===== config.mk =====
export PLATFORM = sky130hd
export DESIGN_NAME = timer_entry_loader
export DESIGN_NICKNAME = d
export VERILOG_FILES = /design/src/rtl/timer_entry_loader.sv
export SDC_FILE = /design/constraint.sdc
export NUM_CORES = 1
export LEC_CHECK = 0
export ABC_CLOCK_PERIOD_IN_PS = 1700
export CORE_MARGIN = 2
export CORE_UTILIZATION = 46
export DETAILED_ROUTE_END_ITERATION = 12
export HOLD_SLACK_MARGIN = 0.05
export PLACE_DENSITY = 0.77
export SLEW_MARGIN = 5
export SYNTH_ARGS = -nofsm -noshare
export SYNTH_HDL_FRONTEND = slang
export SYNTH_SLANG_ARGS = --single-unit

===== constraint.sdc =====
create_clock -name clk -period 1.7 [get_ports clk]
set_input_delay 0.34 -clock clk [delete_from_list [all_inputs] [get_ports clk]]
set_output_delay 0.34 -clock clk [all_outputs]
set_load 0.05 [all_outputs]

===== src/rtl/timer_entry_loader.sv =====
// Keypad entry buffer for the microwave timer: shifts in up to NDIG digits, validates on START
// and issues a one-cycle active-low load strobe. Optional macro: TIMER_AUTO_NORMALIZE_EN.
module timer_entry_loader #(
   parameter int NDIG     = 3,
   parameter int MAX_TENS = 5
) (
   input  logic       clk,
   input  logic       clrn,
   input  logic       key_valid,
   input  logic [3:0] key_code,
   output logic [3:0] sec_ones,
   output logic [3:0] sec_tens,
   output logic [3:0] mins,
   output logic       loadn,
   output logic       busy,
   output logic       err,
   output logic [2:0] state_dbg
);

   // Handshake: key_valid is a one-cycle strobe with no ready; key_code is consumed on the
   // same rising edge, so a key is never stalled and keys arriving while busy are dropped.
   typedef enum logic [2:0] {
      S_IDLE  = 3'd0,
      S_ENTRY = 3'd1,
      S_LOAD  = 3'd2,
      S_ARMED = 3'd3,
      S_NORM  = 3'd4
   } state_t;

   localparam logic [1:0] NDIG_C  = 2'(NDIG);
   localparam logic [3:0] MAX_T_C = 4'(MAX_TENS);

   state_t     state, state_nxt;
   logic [1:0] cnt, cnt_nxt;
   logic [3:0] ones_nxt, tens_nxt, mins_nxt;
   logic       err_nxt;
   logic       is_digit, is_cancel, is_start, all_zero;

   assign is_digit  = key_valid && (key_code <= 4'd9);
   assign is_cancel = key_valid && (key_code == 4'hA);
   assign is_start  = key_valid && (key_code == 4'hB);
   assign all_zero  = (sec_ones == 4'd0) && (sec_tens == 4'd0) && (mins == 4'd0);
   assign state_dbg = state;

   always_comb begin
      state_nxt = state;
      cnt_nxt   = cnt;
      ones_nxt  = sec_ones;
      tens_nxt  = sec_tens;
      mins_nxt  = mins;
      err_nxt   = 1'b0;
      if (is_cancel) begin
         state_nxt = S_IDLE;
         cnt_nxt   = 2'd0;
         ones_nxt  = 4'd0;
         tens_nxt  = 4'd0;
         mins_nxt  = 4'd0;
      end else begin
         case (state)
            S_IDLE, S_ENTRY: begin
               if (is_digit && (cnt < NDIG_C)) begin
                  mins_nxt  = sec_tens;
                  tens_nxt  = sec_ones;
                  ones_nxt  = key_code;
                  cnt_nxt   = cnt + 2'd1;
                  state_nxt = S_ENTRY;
               end else if (is_start) begin
                  if ((state == S_IDLE) || all_zero) begin
                     err_nxt = 1'b1;
                  end else if (sec_tens > MAX_T_C) begin
`ifdef TIMER_AUTO_NORMALIZE_EN
                     // Borrow a minute's worth of tens: e.g. 0:90 becomes 1:30.
                     if (mins < 4'd9) begin
                        mins_nxt  = mins + 4'd1;
                        tens_nxt  = sec_tens - 4'd6;
                        state_nxt = S_NORM;
                     end else begin
                        err_nxt = 1'b1;
                     end
`else
                     err_nxt = 1'b1;
`endif
                  end else begin
                     state_nxt = S_LOAD;
                  end
               end
            end
            S_NORM:  state_nxt = S_LOAD;
            S_LOAD:  state_nxt = S_ARMED;
            S_ARMED: state_nxt = S_ARMED;
            default: state_nxt = S_IDLE;
         endcase
      end
   end

   always_ff @(posedge clk or negedge clrn) begin
      if (!clrn) begin
         state    <= S_IDLE;
         cnt      <= 2'd0;
         sec_ones <= 4'd0;
         sec_tens <= 4'd0;
         mins     <= 4'd0;
         loadn    <= 1'b1;
         busy     <= 1'b0;
         err      <= 1'b0;
      end else begin
         state    <= state_nxt;
         cnt      <= cnt_nxt;
         sec_ones <= ones_nxt;
         sec_tens <= tens_nxt;
         mins     <= mins_nxt;
         // Strobe and busy follow the next state so they align with S_LOAD/S_ARMED.
         loadn    <= (state_nxt != S_LOAD);
         busy     <= (state_nxt == S_LOAD) || (state_nxt == S_ARMED);
         err      <= err_nxt;
      end
   end

endmodule


# After elaboration in Yosys (flattened, before gate mapping)
# Index checks and enable logic that the tools add are counted.
[totals] regBits=20 elab_cells=62 output_inout_bits=18
[op_classes] n_reduce_logical=17 n_addsub=1 mux=24 magnitude_cmp=3 n_eq_ne=9
[op_table] op="2-to-1 mux 4 bit" n=9
[op_table] op="2-to-1 mux 3 bit" n=5
[op_table] op="== test 3 x 2 -> 1 bit, second input constant" n=4
[op_table] op="logical NOT 4 bit" n=3
[op_table] op="one-hot mux 3 bit (3 select lines)" n=1
[op_table] op="== test 4 bit, second input constant" n=2
[op_table] op="logical AND 1 bit" n=6
[op_table] op="2-to-1 mux 1 bit" n=6
[op_table] op="2-to-1 mux 2 bit" n=3
[op_table] op="> comparator 4 x 3 -> 1 bit, second input constant" n=1
[op_table] op="<= comparator 4 bit, second input constant" n=1
[op_table] op="nonzero test 2 bit" n=2
[op_table] op="OR reduction 2 bit" n=2
[op_table] op="== test 3 x 1 -> 1 bit, second input constant" n=1
[op_table] op="== test 3 bit, second input constant" n=1
[op_table] op="logical NOT 3 bit" n=1
[op_table] op="!= test 3 x 2 -> 1 bit, second input constant" n=1
[op_table] op="adder 2 x 1 -> 2 bit, second input constant" n=1
[op_table] op="logical OR 1 bit" n=2
[op_table] op="< comparator 2 bit, second input constant" n=1
[op_table] op="AND reduction 2 bit" n=1

# Depth between registers and ports, before layout
# Gate-level depths: netlist of run 1.
[depth] depth_word=11 mapped_depth=6 ltp_nobuf=5

# Worst setup path after synthesis of run 1
# OpenSTA, ideal clock, no wires.
[synth_path] kind="reg-to-reg" from="reg state[2], in the netlist state_dbg[2]" to="reg busy" path_stages_with_launch=5 slack_ns=-0.055 path_buffers=1 period_less_slack_ns=1.755 arrival_ns=1.640 setup_time_ns=0.116 cell_sequence="dfrtp_1 > clkbuf_1 > or2_2 > or4b_1 > o311ai_0"
[synth_via] elab_chain_len=9 elab_cells_between_ends=17 cone_classes="eq/ne (6); mux (6); reduce/logical (5)"
[synth_lines] item="start, declared" line="33" source="state_t state, state_nxt;"
[synth_lines] item="start signal, assigned" line="107" source="state <= state_nxt;"
[synth_lines] item="logical NOT 3 bit" line="59, 68"
[synth_lines] item="logical OR 1 bit" line="68" source="if ((state == S_IDLE) || all_zero) begin"
[synth_lines] item="2-to-1 mux 3 bit" line="68"
[synth_lines] item="2-to-1 mux 3 bit" line="67" source="end else if (is_start) begin"
[synth_lines] item="2-to-1 mux 3 bit" line="61" source="if (is_digit && (cnt < NDIG_C)) begin"
[synth_lines] item="one-hot mux 3 bit (3 select lines) *" line="59" source="case (state)"
[synth_lines] item="2-to-1 mux 3 bit *" line="52" source="if (is_cancel) begin"
[synth_lines] item="== test 3 x 2 -> 1 bit" line="114" source="busy <= (state_nxt == S_LOAD) || (state_nxt == S_ARMED);"
[synth_lines] item="logical OR 1 bit *" line="114"
[synth_lines] item="end signal, assigned" line="114"
[synth_lines] item="end, declared" line="15" source="output logic busy,"
# Every way passes the cells marked *; elsewhere a longest branch is shown, timed or not.
# A chain may end at the register's enable or synchronous reset.

# Final worst setup path of run 1
[layout_path] from="in key_code[3]" to="reg state[1], in the netlist state_dbg[1]"
[layout_via] elab_chain_len=6 elab_cells_between_ends=11 cone_classes="order compare (1); eq/ne (2); mux (4); reduce/logical (4)"
[layout_lines] item="start, declared" line="10" source="input logic [3:0] key_code,"
[layout_lines] item="<= comparator 4 bit / == test 4 bit (equally long branches)" line="39, 41"
[layout_lines] item="logical AND 1 bit, on equally long branches" line="39, 41"
[layout_lines] item="logical AND 1 bit / 2-to-1 mux 3 bit (equally long branches)" line="61, 67"
[layout_lines] item="2-to-1 mux 3 bit" line="61"
[layout_lines] item="one-hot mux 3 bit (3 select lines)" line="59"
[layout_lines] item="2-to-1 mux 3 bit *" line="52"
[layout_lines] item="net state_nxt[1]" line="33"
# Mark *: on every way through the listed nets, which the timed path passes. The rest lies on a longest branch.

==> results_tabular.tex, run 1 <==
\begin{tabular}{lr}
\hline
Metric & Value \\
\hline
\multicolumn{2}{l}{\textbf{Status}} \\
Run status & complete, no violations \\
\multicolumn{2}{l}{\textbf{Worst setup path}} \\
Reg-to-reg startpoint & sec\_tens[2] \\
Worst Setup Start Kind & input port \\
Setup crit end kind & flip-flop \\
Slowest stage delay, CP & $\sim$0.55 ns \\
CP max FO & 3 \\
Critical-path cell list & clkdlybuf4s50\_1, nand4b\_1, or2\_1, or4b\_1, o311ai\_0 \\
Data required time at the worst endpoint & around 1.9 ns \\
Max stage delay cell, worst path & sky130\_fd\_sc\_hd\_\_or4b\_1 \\
Beginning of the critical path & key\_code[3] \\
Critical path type & input port to flip-flop \\
Data arrival time of the critical path & roughly 1.8 ns \\
\multicolumn{2}{l}{\textbf{Global route}} \\
Global-route wire length before repair & around 3.2 mm \\
Pin count of the biggest net entering global routing & 21 \\
GRT met2 Usage & 0.311 \\
Via count of the first global-routing pass & 748 \\
All-layer global routing usage & 0.203 \\
Busiest grt layer & met2 \\
Met3 routing resource usage after global routing & 0.0222 \\
Met1 Resource Use GR & 0.272 \\
Global-route congestion overflow total & 0 \\
Initial antenna violation count & 0 \\
\multicolumn{2}{l}{\textbf{Timing}} \\
Hold Fails Final Rpt & 0 \\
Fin crit period & approximately 1.6 ns \\
Final worst hold slack & 0.339 ns \\
Period Utilization, post-route & 0.959 \\
Setup repair after global routing missed its margin & no \\
Max Clock Freq & 613 MHz \\
Worst Slack Setup Final & 0.0694 ns \\
Final Max Tran Viols & 0 \\
Clock skew & 0.00910 ns \\
\# setup viols final & 0 \\
\multicolumn{2}{l}{\textbf{Logic synthesis}} \\
Synthesized instance count & 98 \\
Leading post-synthesis cells by cell area & sky130\_fd\_sc\_hd\_\_dfrtp\_1, sky130\_fd\_sc\_hd\_\_nand2\_1, sky130\_fd\_sc\_hd\_\_nand3\_1 \\
Sequential share of the synthesized area & 0.556 \\
Xor/xnor share of the synthesized area & 0 \\
Combinational family with the most area after synthesis & simple AND/OR/NAND/NOR gates \\
Adder and majority cell fraction of the synthesized area & 0.0139 \\
Most frequent cell after synthesis & sky130\_fd\_sc\_hd\_\_nand2\_1 \\
Synthesized net count & between 100 and 150 \\
Post-synthesis average cell area & 9.21 um\^{}2 \\
Total standard cell area after synthesis & 902 um\^{}2 \\
Cell taking the most area after synthesis & sky130\_fd\_sc\_hd\_\_dfrtp\_1 \\
Predominant post-synthesis flop cell & sky130\_fd\_sc\_hd\_\_dfrtp\_1 \\
Post-synth EDFFs & 0 \\
Commonest cells in the synthesized netlist & sky130\_fd\_sc\_hd\_\_nand2\_1, sky130\_fd\_sc\_hd\_\_dfrtp\_1, sky130\_fd\_sc\_hd\_\_nand3\_1 \\
Fraction of registers with async set/reset & 1.00 \\
Flop and latch count out of synthesis & 20 \\
Simple-Gate Fraction of Synth Area & 0.304 \\
Post-synthesis mux area share & 0 \\
Area share of the leading cell type in the synthesized netlist & 0.527 \\
Compound-Gate Fraction of Synth Area & 0.0929 \\
Synthesis Warnings & 0 \\
Count of cell types in the netlist & 28 \\
\multicolumn{2}{l}{\textbf{Floorplan}} \\
Number of top-level pins & 25 \\
Row Count & 16 \\
Total Die Area & 2330 um\^{}2 \\
Core outline area & 1900 um\^{}2 \\
Starting density of the core & 0.474 \\
Vertical die dimension & 48.3 um \\
Die width & 48.3 um \\
\multicolumn{2}{l}{\textbf{Place}} \\
Total of buffers placed on input and output ports & 24 \\
Post-placement cell count & 159 \\
Final estimated routing congestion in global placement & 0.695 \\
HPWL reported at the end of detailed placement & 1.48 mm \\
Pre-CTS setup slack & -0.289 ns \\
\multicolumn{2}{l}{\textbf{Detailed routing}} \\
Total Routed Length & just over 2 mm \\
Number of vias after detailed routing & 831 \\
DRC marker count from the first detailed-route iteration & 9 \\
Number of routed nets with antenna violations & 0 \\
Detailed-route wire length per cell & 12.4 um \\
Post-detailed-route via-to-cell ratio & 5.10 \\
DRT Pass-1 Iters & 4 \\
Post-detailed-route DRC marker count & 0 \\
\multicolumn{2}{l}{\textbf{Finish}} \\
Layout Cells excl Fill & approximately 160 \\
Post-route core utilization & 0.697 \\
Share of cells above drive strength 1 & 0.287 \\
Layout net count & about 150 \\
Fill cell total of the finished layout & about 140 \\
Area added between synthesis and finish & 46.9\% \\
Total inserted antenna cells & 0 \\
\multicolumn{2}{l}{\textbf{Hold path}} \\
Kind of path behind the tightest hold check & input port to async pin \\
\multicolumn{2}{l}{\textbf{Pwr}} \\
Reg power frac & 0.336 \\
Clock network fraction of design power & 0.171 \\
Internal power summed over all cells & between 1000 and 1500 uW \\
Share of power burned in combinational logic & 0.493 \\
Leakage power total & $\sim$0.00065 uW \\
PwrDens & $\sim$1800 nW/um\^{}2 \\
Max IR drop VDD & 0.00147 V \\
Switching power & about 1100 uW \\
Proportion of total power due to net switching & 0.455 \\
Final Total Pwr & 2340 uW \\
\multicolumn{2}{l}{\textbf{Clocking}} \\
TritonCTS clock tree & built \\
Clock transition time at the flip-flop clock pins of the worst setup and hold paths & 0.12 ns \\
H-tree level count & 1 \\
Clock Tree Buf Depth & 2 \\
CTS sink count & 20 \\
Clock latency of the later-clocked register in the worst-skew pair & 0.32 ns \\
Post-CTS Hold Fix Bufs & 0 \\
Clock Root Buffer & sky130\_fd\_sc\_hd\_\_clkbuf\_4 \\
Number of buffers inserted during clock tree synthesis & 3 \\
\multicolumn{2}{l}{\textbf{Job}} \\
Maximum capacitance violations & 0 \\
\hline
\end{tabular}
## area by class of cell
type	instances	area (um^2)	area share
inverters	3	11.3	0.00850
clock inverters	1	30.0	0.0227
repair buffers	38	350	0.264
flip-flops and latches	20	503	0.380
multi-input cells	71	374	0.282
clock buffers	3	22.5	0.0170
well taps	27	33.8	0.0255
## critical path: cells and delay by family
kind	cells	cell delay (ns)
compound gates	1	0.10
buf+inv	1	0.49
simple gates	3	0.91
## power by group through the flow
| stage | registers (uW) | clock network, uW | logic (uW) |
|---|---|---|---|
| 2_1_floorplan | 1260 | 0 | 261 |
| 3_3_place_gp | 788 | 0 | 1140 |
| 3_5_place_dp | 796 | 0 | 1160 |
| 4_1_cts | 787 | 408 | 1160 |
| 5_1_grt | 814 | 421 | 1240 |
| 6_report | 785 | 400 | 1150 |
## routing by layer
layer / share of wire / up-vias
li1: - / 420
met2: 0.49 / 17
met4: 0.029 / 0
met1: 0.45 / 389
met5: 0 / -
met3: 0.031 / 5
## logic make-up (layout without fill, tap and decap cells)
family,count (synthesis),in the layout
AOI/OAI and AO/OA,12,12
adders and majority gates,1,1
DFF,20,20
other,1,1
and+or+nand+nor,57,57
buffers and inverters,7,45
## timing repair
item | in CTS | in global routing
resized for setup | 0 | 1
endpoints found under the hold margin | 0 | 0
setup endpoints to repair | 0 | 1
setup buffers | 0 | 0
## cells in the final DEF, fill, tap and decap left out, drive strengths merged, types with 2 or more instances in the layout
cell type      count
buf               32
o21ai              3
nand3             14
clkdlybuf4s50      6
o311ai             2
a311oi             2
nor3               2
clkbuf             3
or2                2
inv                3
dfrtp             19
a21oi              3
nand2             26
nor2               4
nor4               2
## per-stage QoR
stage                     setup TNS, ns  cell area, um^2
after global routing                  0             1330
after CTS                             0             1330
after floorplan                       0              903
after global placement            -1.52             1270
after detailed placement          -1.88             1270
final                                 0             1330
## flip-flops by register name (all words and copies together), names as in the netlist
| name | count |
|---|---|
| state_dbg | 3 |
| sec_tens | 4 |
| sec_ones | 4 |
| mins | 4 |
| cnt | 2 |
| busy | 1 |
| err | 1 |
| loadn | 1 |
## path summary, 6_finish.rpt
kind	to	slack (ns)	depth (start not counted)
setup / recovery	state_dbg[1]	0.07	5
hold / removal	sec_ones[3]	0.34	2
setup reg to reg	state_dbg[1]	0.11	4
hold reg to reg	cnt[0]	0.51	1
max in group asynchronous	loadn	1.09	2
min in group clk	cnt[0]	0.51	1
No activity file was read; power rests on OpenSTA's default activity.
==> run 2: changes to the inputs <==
MAX_ROUTING_LAYER = met4   (was not set)
==> results of run 2 <==
The final DEF is identical to that of run 1; final timing and power are the same.
Among the figures that moved: final weighted congestion in routability-driven placement 0.695 -> 0.702; overall routing resource usage 0.203 -> 0.209
